File: src/rtl/ysyx_25040111_bus_arbiter.sv
// Two-master (I-cache refill, LSU) to one-slave memory port arbiter with per-transaction grant lock.
// Latency: grant one cycle after request; m_* request fields and ready/data/err returns are combinational while granted.
// Backpressure: the slave paces beats via m_ready; optional round-robin tie-break when ARB_RR_EN is defined.
module ysyx_25040111_bus_arbiter #(
   parameter int LEN_W   = 8,
   parameter bit D_FIRST = 1'b1
) (
   input  logic             clock,
   input  logic             reset,
   input  logic             i_valid,
   input  logic [31:0]      i_addr,
   input  logic [LEN_W-1:0] i_len,
   input  logic             i_burst,
   output logic             i_ready,
   output logic [31:0]      i_rdata,
   output logic             i_err,
   input  logic             d_valid,
   input  logic [31:0]      d_addr,
   input  logic             d_wen,
   input  logic [31:0]      d_wdata,
   input  logic [3:0]       d_wstrb,
   output logic             d_ready,
   output logic [31:0]      d_rdata,
   output logic             d_err,
   output logic             m_valid,
   output logic [31:0]      m_addr,
   output logic [LEN_W-1:0] m_len,
   output logic             m_burst,
   output logic             m_wen,
   output logic [31:0]      m_wdata,
   output logic [3:0]       m_wstrb,
   input  logic             m_ready,
   input  logic [31:0]      m_rdata,
   input  logic             m_err,
   output logic [1:0]       grant
);

   // State encoding doubles as the grant vector.
   typedef enum logic [1:0] {
      IDLE  = 2'b00,
      GNT_I = 2'b01,
      GNT_D = 2'b10
   } state_t;

   state_t           state, state_nxt;
   logic [LEN_W-1:0] len_q;
   logic [LEN_W:0]   cnt_q;
   logic             pick_d;
   logic             last_beat;
   logic             xfer_end;

   assign last_beat = m_ready && (cnt_q == {1'b0, len_q});
   assign xfer_end  = (state != IDLE) && (m_err || last_beat);

`ifdef ARB_RR_EN
   // last_d = 1 when the LSU owned the most recently finished transaction.
   logic last_d;
   logic unused_d_first;
   assign unused_d_first = D_FIRST;

   // On a tie the master that did not go last wins.
   always_comb begin
      pick_d = d_valid && (!i_valid || !last_d);
   end

   // Remember who owned the bus when a transaction completes or aborts.
   always_ff @(posedge clock) begin
      if (reset) begin
         last_d <= 1'b1;
      end else if (xfer_end) begin
         last_d <= (state == GNT_D);
      end
   end
`else
   // Fixed priority on a tie.
   always_comb begin
      pick_d = d_valid && (!i_valid || D_FIRST);
   end
`endif

   // Next-state: lock the grant until the last beat or an error.
   always_comb begin
      state_nxt = state;
      case (state)
         IDLE: begin
            if (pick_d)       state_nxt = GNT_D;
            else if (i_valid) state_nxt = GNT_I;
         end
         GNT_I, GNT_D: begin
            if (m_err || last_beat) state_nxt = IDLE;
         end
         default: state_nxt = IDLE;
      endcase
   end

   // State, latched length and beat counter.
   always_ff @(posedge clock) begin
      if (reset) begin
         state <= IDLE;
         len_q <= '0;
         cnt_q <= '0;
      end else begin
         state <= state_nxt;
         if (state == IDLE) begin
            cnt_q <= '0;
            if (state_nxt == GNT_I)      len_q <= i_len;
            else if (state_nxt == GNT_D) len_q <= '0;
         end else if (xfer_end) begin
            cnt_q <= '0;
         end else if (m_ready) begin
            cnt_q <= cnt_q + 1'b1;
         end
      end
   end

   // Downstream mux and return steering; everything is zero while idle.
   always_comb begin
      m_valid = 1'b0;
      m_addr  = '0;
      m_len   = '0;
      m_burst = 1'b0;
      m_wen   = 1'b0;
      m_wdata = '0;
      m_wstrb = '0;
      i_ready = 1'b0;
      i_rdata = '0;
      i_err   = 1'b0;
      d_ready = 1'b0;
      d_rdata = '0;
      d_err   = 1'b0;
      grant   = state;
      case (state)
         GNT_I: begin
            m_valid = i_valid;
            m_addr  = i_addr;
            m_len   = len_q;
            m_burst = i_burst;
            i_ready = m_ready && !m_err;
            i_rdata = m_rdata;
            i_err   = m_err;
         end
         GNT_D: begin
            m_valid = d_valid;
            m_addr  = d_addr;
            m_wen   = d_wen;
            m_wdata = d_wdata;
            m_wstrb = d_wstrb;
            d_ready = m_ready && !m_err;
            d_rdata = m_rdata;
            d_err   = m_err;
         end
         default: grant = 2'b00;
      endcase
   end

endmodule

File: config.mk
export PLATFORM = sky130hd
export DESIGN_NAME = ysyx_25040111_bus_arbiter
export DESIGN_NICKNAME = d
export VERILOG_FILES = /design/src/rtl/ysyx_25040111_bus_arbiter.sv
export SDC_FILE = /design/constraint.sdc
export NUM_CORES = 1
export LEC_CHECK = 0
export CAP_MARGIN = 15
export CORE_AREA = 2 2 116 118
export CTS_CLUSTER_SIZE = 24
export DETAILED_ROUTE_END_ITERATION = 10
export DIE_AREA = 0 0 118 120
export GPL_TIMING_DRIVEN = 0
export MAX_ROUTING_LAYER = met4
export PLACE_DENSITY_LB_ADDON = 0.15
export SLEW_MARGIN = 0
export SYNTH_ARGS = -nofsm -noshare
export SYNTH_HDL_FRONTEND = slang
export SYNTH_SLANG_ARGS = --single-unit
export TNS_END_PERCENT = 30
File: constraint.sdc
create_clock -name clock -period 3.5 [get_ports clock]
set_input_delay 0.525 -clock clock [delete_from_list [all_inputs] [get_ports clock]]
set_output_delay 0.525 -clock clock [all_outputs]
set_load 0.05 [all_outputs]
==> qor.csv, run 1 <==
metric;value;unit
postSynthCellCount;330;
io_pins;297;
grt_pass1_vias;3350;
clock_path_buffers;2;
tightest_slew;0.6707;ns
ir_worst_vdd;136.0;uV
clkPwrFrac;18.2;%
syn_nets;484;
crit_path_frequent_cell;clkbuf_1;
fin_tns_setup;0;ns
synthXorXnorAreaFrac;4.864;%
postSynth.asyncResetShare;0;%
synth_fa_ha_area_share;3.207;%
h-tree-depth;1;
crit_arrival;2.76;ns
yosysSeqAreaShare;16.25;%
synthMuxAreaShare;0.4276;%
dpl-instance-area;5504;um^2
core;12980;um^2
clk_latency;0.25;ns
fill_cells;1370;
power_frac_seq;17.6;%
r2r-end;len_q[1]$_SDFFE_PP0P_;
drc;0;
synth_area_leader_cell;and2_1;
synth_compound_area_share;15.45;%
routed_via_density;4.213;
rows;42;
clk_pin_slew;0.05;ns
synth_top_family_by_area;simple AND/OR/NAND/NOR gates;
slowest_stage;clkdlybuf4s50_1;
drtIter0Drc;124;
grt_util_all_layers;19.67;%
synthToLayoutAreaGrowth;140.6;%
setup_slack;0.2150;ns
relSlewSlack;55.21;%
power_switching;0.5504;mW
num_antenna_cells;0;
fin_crit_sh;93.86;%
cts_sinks;19;
grt_max_degree;11;
whs;0.4783;ns
ys_ff_latch;19;
slew_viol_final;0;
port_buffers;294;
place_worst_setup_slack;0.2316;ns
route.vias.total;3387;
final_cell_area;5633;um^2
cts_buffers;3;
ys_types;36;
wirelength;14.24;mm
start_util;18.04;%
cts_tree;done;
drive_above_1_share;2.707;%
r2r-start;state[0]$_SDFF_PP0_;
slowest_delay;0.85;ns
hold_path.class;flop to flop;
wl_per_cell;17.72;um
regArea;380.4;um^2
start_kind;flop;
grt_antenna_before_repair;0;
critical_path_class;flop to primary output;
synth-main-ff-cell;dfxtp_1;
synth_area;2341;um^2
overflow;0;
synth_top_area_share;29.93;%
grt_first_pass_wirelength;21.09;mm
dr.pass1.iters;4;
internal_power;0.7276;mW
power;1.278;mW
multi_input_area;1828;um^2
synth_edf_count;0;
setup_viol;0;
synth.avg_cell_area;7.094;um^2
min_path_cells;2;
whs_endpoint;len_q[7]$_SDFFE_PP0P_;
hold_viol_final;0;
powerDensity;226.9;nW/um^2
finalCriticalPeriod;3.285;ns
synth_area_leaders;and2_1 30%, dfxtp_1 16%, a22oi_1 11%;
die_area;14160;um^2
postCtsHoldBufs;0;
postCtsSetupBuffers;0;
status;finished clean;
critPathCaptureType;primary output;
die_h;120;um
cts_root_buf;clkbuf_16;
nNetsFinal;783;
path_max_fanout;10;
p_sw_share;43.07;%
max_cap_violations;0;
required;2.97;ns
synth-simple-area-share;54.14;%
leakage;2.284;nW
yosysWarnings;0;
r2r_slack;0.98;ns
drt.antenna.violating_nets;0;
r2r_cells;10;
min_from;len_q[7]$_SDFFE_PP0P_;
place_congestion;0.8870;
dp_hpwl;12.29;mm
max_freq;304.4;MHz
finalClockSkew;0.002031;ns
rsz0062_at_grt;false;
p_comb_share;64.1;%
crit_start;state[0]$_SDFF_PP0_;
die_x;118;um
cp_cell_sequence;inv_1, ha_1, clkbuf_1, clkbuf_2, clkbuf_1, and2_1, clkdlybuf4s50_1;
-- cells by family after synthesis --
| kind of cell | count (synthesis) |
|---|---|
| buffers and inverters | 33 |
| adder cells (fa/ha/maj) | 6 |
| AND/OR/NAND/NOR | 207 |
| AO/OA/AOI/OAI | 51 |
| flip-flops | 19 |
| multiplexers | 1 |
| XOR/XNOR | 13 |
-- repair_timing --
action / 4_1_cts / 5_1_grt
setup endpoints to repair: 25 / 54
resized for setup: 3 / 25
cloned: 0 / 0
-- stage by stage --
step,std cells,util [%]
after floorplan,330,-
after global routing,804,43.40
after CTS,804,43.00
after global placement,800,42.40
final,804,43.40
after detailed placement,800,42.40
-- registers in the layout, summed over array words and instances, names as in the netlist --
register,count
cnt_q,9
len_q,8
state,2
-- how the worst max path moves through the flow --
stage	to	slack [ns]	cells past startpoint
after floorplan	m_addr[0]	0.77	6
after global placement	m_wdata[12]	0.25	7
after detailed placement	m_wdata[12]	0.23	7
after CTS	m_addr[31]	0.04	7
after global routing	d_rdata[4]	0.009	7
final	m_wdata[18]	0.22	7
-- cell usage after synthesis, drive strengths merged, types with 2 or more instances --
cell,count
and2,112
nor2b,34
a22oi,33
clkbuf,26
dfxtp,19
nand2,16
nand3,11
nor3,11
xnor2,10
a21oi,9
ha,6
nand4,5
inv,4
nand2b,4
nor2,4
buf,3
or2b,3
xor2,3
and3b,2
o31a,2
-- layout make-up --
| class | instances | share of cell area [%] |
|---|---|---|
| plain buffers | 29 | 2.177 |
| repair buffers | 294 | 53.04 |
| clock buffers | 4 | 1.399 |
| multi-input cells | 278 | 32.45 |
| inverters | 4 | 0.2665 |
| well taps | 176 | 3.909 |
| flip-flops and latches | 19 | 6.753 |
-- cells in the final DEF, fill, tap and decap left out, types with 3 or more instances in the layout --
cell type	instances
a21oi_1	9
xnor2_1	10
clkbuf_2	4
nand3_1	11
clkbuf_1	23
clkbuf_16	3
and2_1	112
nand2_1	16
nor2b_1	34
nor2_1	4
clkdlybuf4s50_1	273
dlymetal6s2s_1	19
a22oi_1	33
or2b_2	3
ha_1	6
dfxtp_1	19
inv_1	4
nand2b_1	4
nor3_1	11
xor2_1	3
nand4_1	4
-- critical path, delay by kind of cell, from the launching register on --
kind                     cells  cell delay [ns]
buffers and inverters        5             1.81
flip-flops                   1             0.34
adder cells (fa/ha/maj)      1             0.18
AND/OR/NAND/NOR              1             0.18
-- routing by layer --
layer  part of all wire (%)  global-route usage [%]  up-vias  wire (um)
met4                   0.52                   2.334        0         74
li1                       -                       -     1698          -
met5                      0                       -        -          0
met2                     50                   33.18      112       7140
met3                    5.0                   3.802        7        709
met1                     44                   25.22     1570       6319
-- power by group through the flow --
stage	Clock, mW	Combinational [mW]	Sequential (mW)
final	0.233	0.820	0.225
after global routing	0.250	0.861	0.226
after CTS	0.239	0.827	0.226
after detailed placement	0	0.824	0.230
after global placement	0	0.819	0.230
after floorplan	0	0.447	0.229
Power figures use the tool's default switching activity.
==> inputs of run 2 (changes only) <==
--- a/config.mk
+++ b/config.mk
@@ -12,7 +12,6 @@
 export DIE_AREA = 0 0 118 120
 export GPL_TIMING_DRIVEN = 0
 export MAX_ROUTING_LAYER = met4
-export PLACE_DENSITY_LB_ADDON = 0.15
 export SLEW_MARGIN = 0
 export SYNTH_ARGS = -nofsm -noshare
 export SYNTH_HDL_FRONTEND = slang
==> run 2 against run 1 <==
Final area fell by 0.71%; register-to-register slack lost 0.03 ns; clock skew barely moved; global-route usage shrank 1.4 points; non-clock buffer count is the same; largest power group unchanged; highest routed layer unchanged.
==> qor.csv, run 2 (same netlist as run 1, synthesis figures left out) <==
metric;value;unit
status;finished clean;
final_cell_area;5593;um^2
place_inst;800;
drc;0;
postCtsSetupBuffers;0;
power;1.276;mW
slowest_delay;0.83;ns
cts_root_buf;clkbuf_16;
die_x;118;um
ir_worst_vdd;148.0;uV
wirelength;13.39;mm
required;2.97;ns
critical_path_class;flop to primary output;
fin_crit_sh;93.29;%
dp_hpwl;11.51;mm
reg_top3;cnt_q (9), len_q (8), state (2);
num_antenna_cells;0;
grt_max_degree;11;
grt_first_pass_wirelength;19.87;mm
final_common_cell;clkdlybuf4s50_1;
place_congestion;0.8852;
die_h;120;um
cts_sinks;19;
finalClockSkew;0.001592;ns
finalCriticalPeriod;3.265;ns
grt_util_all_layers;18.26;%
max_freq;306.3;MHz
hold_path.class;flop to flop;
drtIter0Drc;121;
critPathCaptureType;primary output;
nNetsFinal;783;
grt_pass1_vias;3355;
hold_viol_final;0;
crit_arrival;2.74;ns
cts_tree;done;
rows;42;
r2r_slack;0.95;ns
port_buffers;294;
clk_pin_slew;0.06;ns
grt_antenna_before_repair;0;
die_area;14160;um^2
slowest_stage;clkdlybuf4s50_1;
drive_above_1_share;2.389;%
relSlewSlack;62.27;%
dpl-instance-area;5504;um^2
regArea;380.4;um^2
start_util;18.04;%
regMostFlops;cnt_q;
multi_input_area;1828;um^2
largest_reg_flops;9;
cp_cell_sequence;inv_1, ha_1, clkbuf_1, clkbuf_2, clkbuf_1, and2_1, clkdlybuf4s50_1;
setup_viol;0;
leakage;1.994;nW
clock_path_buffers;2;
overflow;0;
wl_per_cell;16.65;um
fin_tns_setup;0;ns
io_pins;297;
h-tree-depth;1;
cp_num_buf_inv;5;
rsz0062_at_grt;false;
max_cap_violations;0;
final_cells;804;
layout_common_cells;291 x clkdlybuf4s50_1, 112 x and2_1, 34 x nor2b_1, 33 x a22oi_1, 25 x clkbuf_1;
critPathTopFamily;buffers and inverters;
drt.antenna.violating_nets;0;
powerDensity;228.1;nW/um^2
crit_path_frequent_cell;clkbuf_1;
synthToLayoutAreaGrowth;138.9;%
core;12980;um^2
clk_latency;0.25;ns
path_max_fanout;10;
fill_cells;1326;
cts_buffers;3;
utilization;43.09;%
routed_via_density;4.259;
route.vias.total;3424;
slew_viol_final;0;
dr.pass1.iters;4;
tightest_slew;0.5641;ns
start_kind;flop;
-- run 2: cell types whose count changed in the layout (fill, tap and decap cells not counted), sizes merged --
cell,delta
dlygate4sd2,-2
dlymetal6s2s,-16
clkdlybuf4s50,+18
-- run 2: area by class of cell --
type / count / share of cell area [%]
clock buffers: 4 / 1.409
inverters: 4 / 0.2685
multi-input cells: 278 / 32.68
flip-flops and latches: 19 / 6.801
plain buffers: 29 / 2.148
well taps: 176 / 3.937
repair buffers: 294 / 52.75
-- run 2: repair_timing --
action / in CTS / in global routing
hold buffers: 0 / 0
gates resized for setup: 1 / 5
gates cloned: 0 / 0
setup endpoints to repair: 10 / 7
endpoints found under the hold margin: 0 / 0
-- run 2: power breakdown --
part / switching [mW] / total, mW / internal (mW)
combinational: 0.458 / 0.811 / 0.353
clock: 0.0840 / 0.239 / 0.155
sequential: 0.00444 / 0.225 / 0.221
-- run 2: routing by layer --
layer	global-route usage (%)	wire length [um]	vias up
met4	4.518	265	0
li1	-	-	1699
met5	-	0	-
met3	3.565	746	16
met1	19.88	5288	1590
met2	34.08	7091	119
-- run 2: worst reg2reg max path, stage by stage (launching register included) --
cell and delay [ns]:
dfxtp_1 0.39, inv_1 0.09, ha_1 0.45, nand2_1 0.12, o31a_1 0.31, a21oi_1 0.15, ha_1 0.25, nor2b_1 0.10
clkbuf_1 0.32, nand3_1 0.14, a21oi_1 0.16
-- run 2: final timing paths --
kind                          from                     to  cells after the start
max            state[0]$_SDFF_PP0_            d_rdata[18]                      7
max reg2reg    state[0]$_SDFF_PP0_  len_q[1]$_SDFFE_PP0P_                     10
min reg2reg  len_q[5]$_SDFFE_PP0P_  len_q[5]$_SDFFE_PP0P_                      2
min          len_q[5]$_SDFFE_PP0P_  len_q[5]$_SDFFE_PP0P_                      2
-- run 2: through the flow --
stage               setup WS [ns]  hold WS, ns
finish                     0.2349       0.4759
global route             0.001895       0.5042
CTS                        0.1426       0.4781
detailed placement         0.2435       0.4700
global placement           0.2642       0.4625
floorplan                  0.7704       0.4433
==> inputs of run 3 (changes only) <==
--- a/config.mk
+++ b/config.mk
@@ -10,6 +10,7 @@
 export CTS_CLUSTER_SIZE = 24
 export DETAILED_ROUTE_END_ITERATION = 10
 export DIE_AREA = 0 0 118 120
+export GPL_ROUTABILITY_DRIVEN = 1
 export GPL_TIMING_DRIVEN = 0
 export MAX_ROUTING_LAYER = met4
 export SLEW_MARGIN = 0
==> results of run 3 <==
Final layout, timing and power as in run 2 (identical DEF).
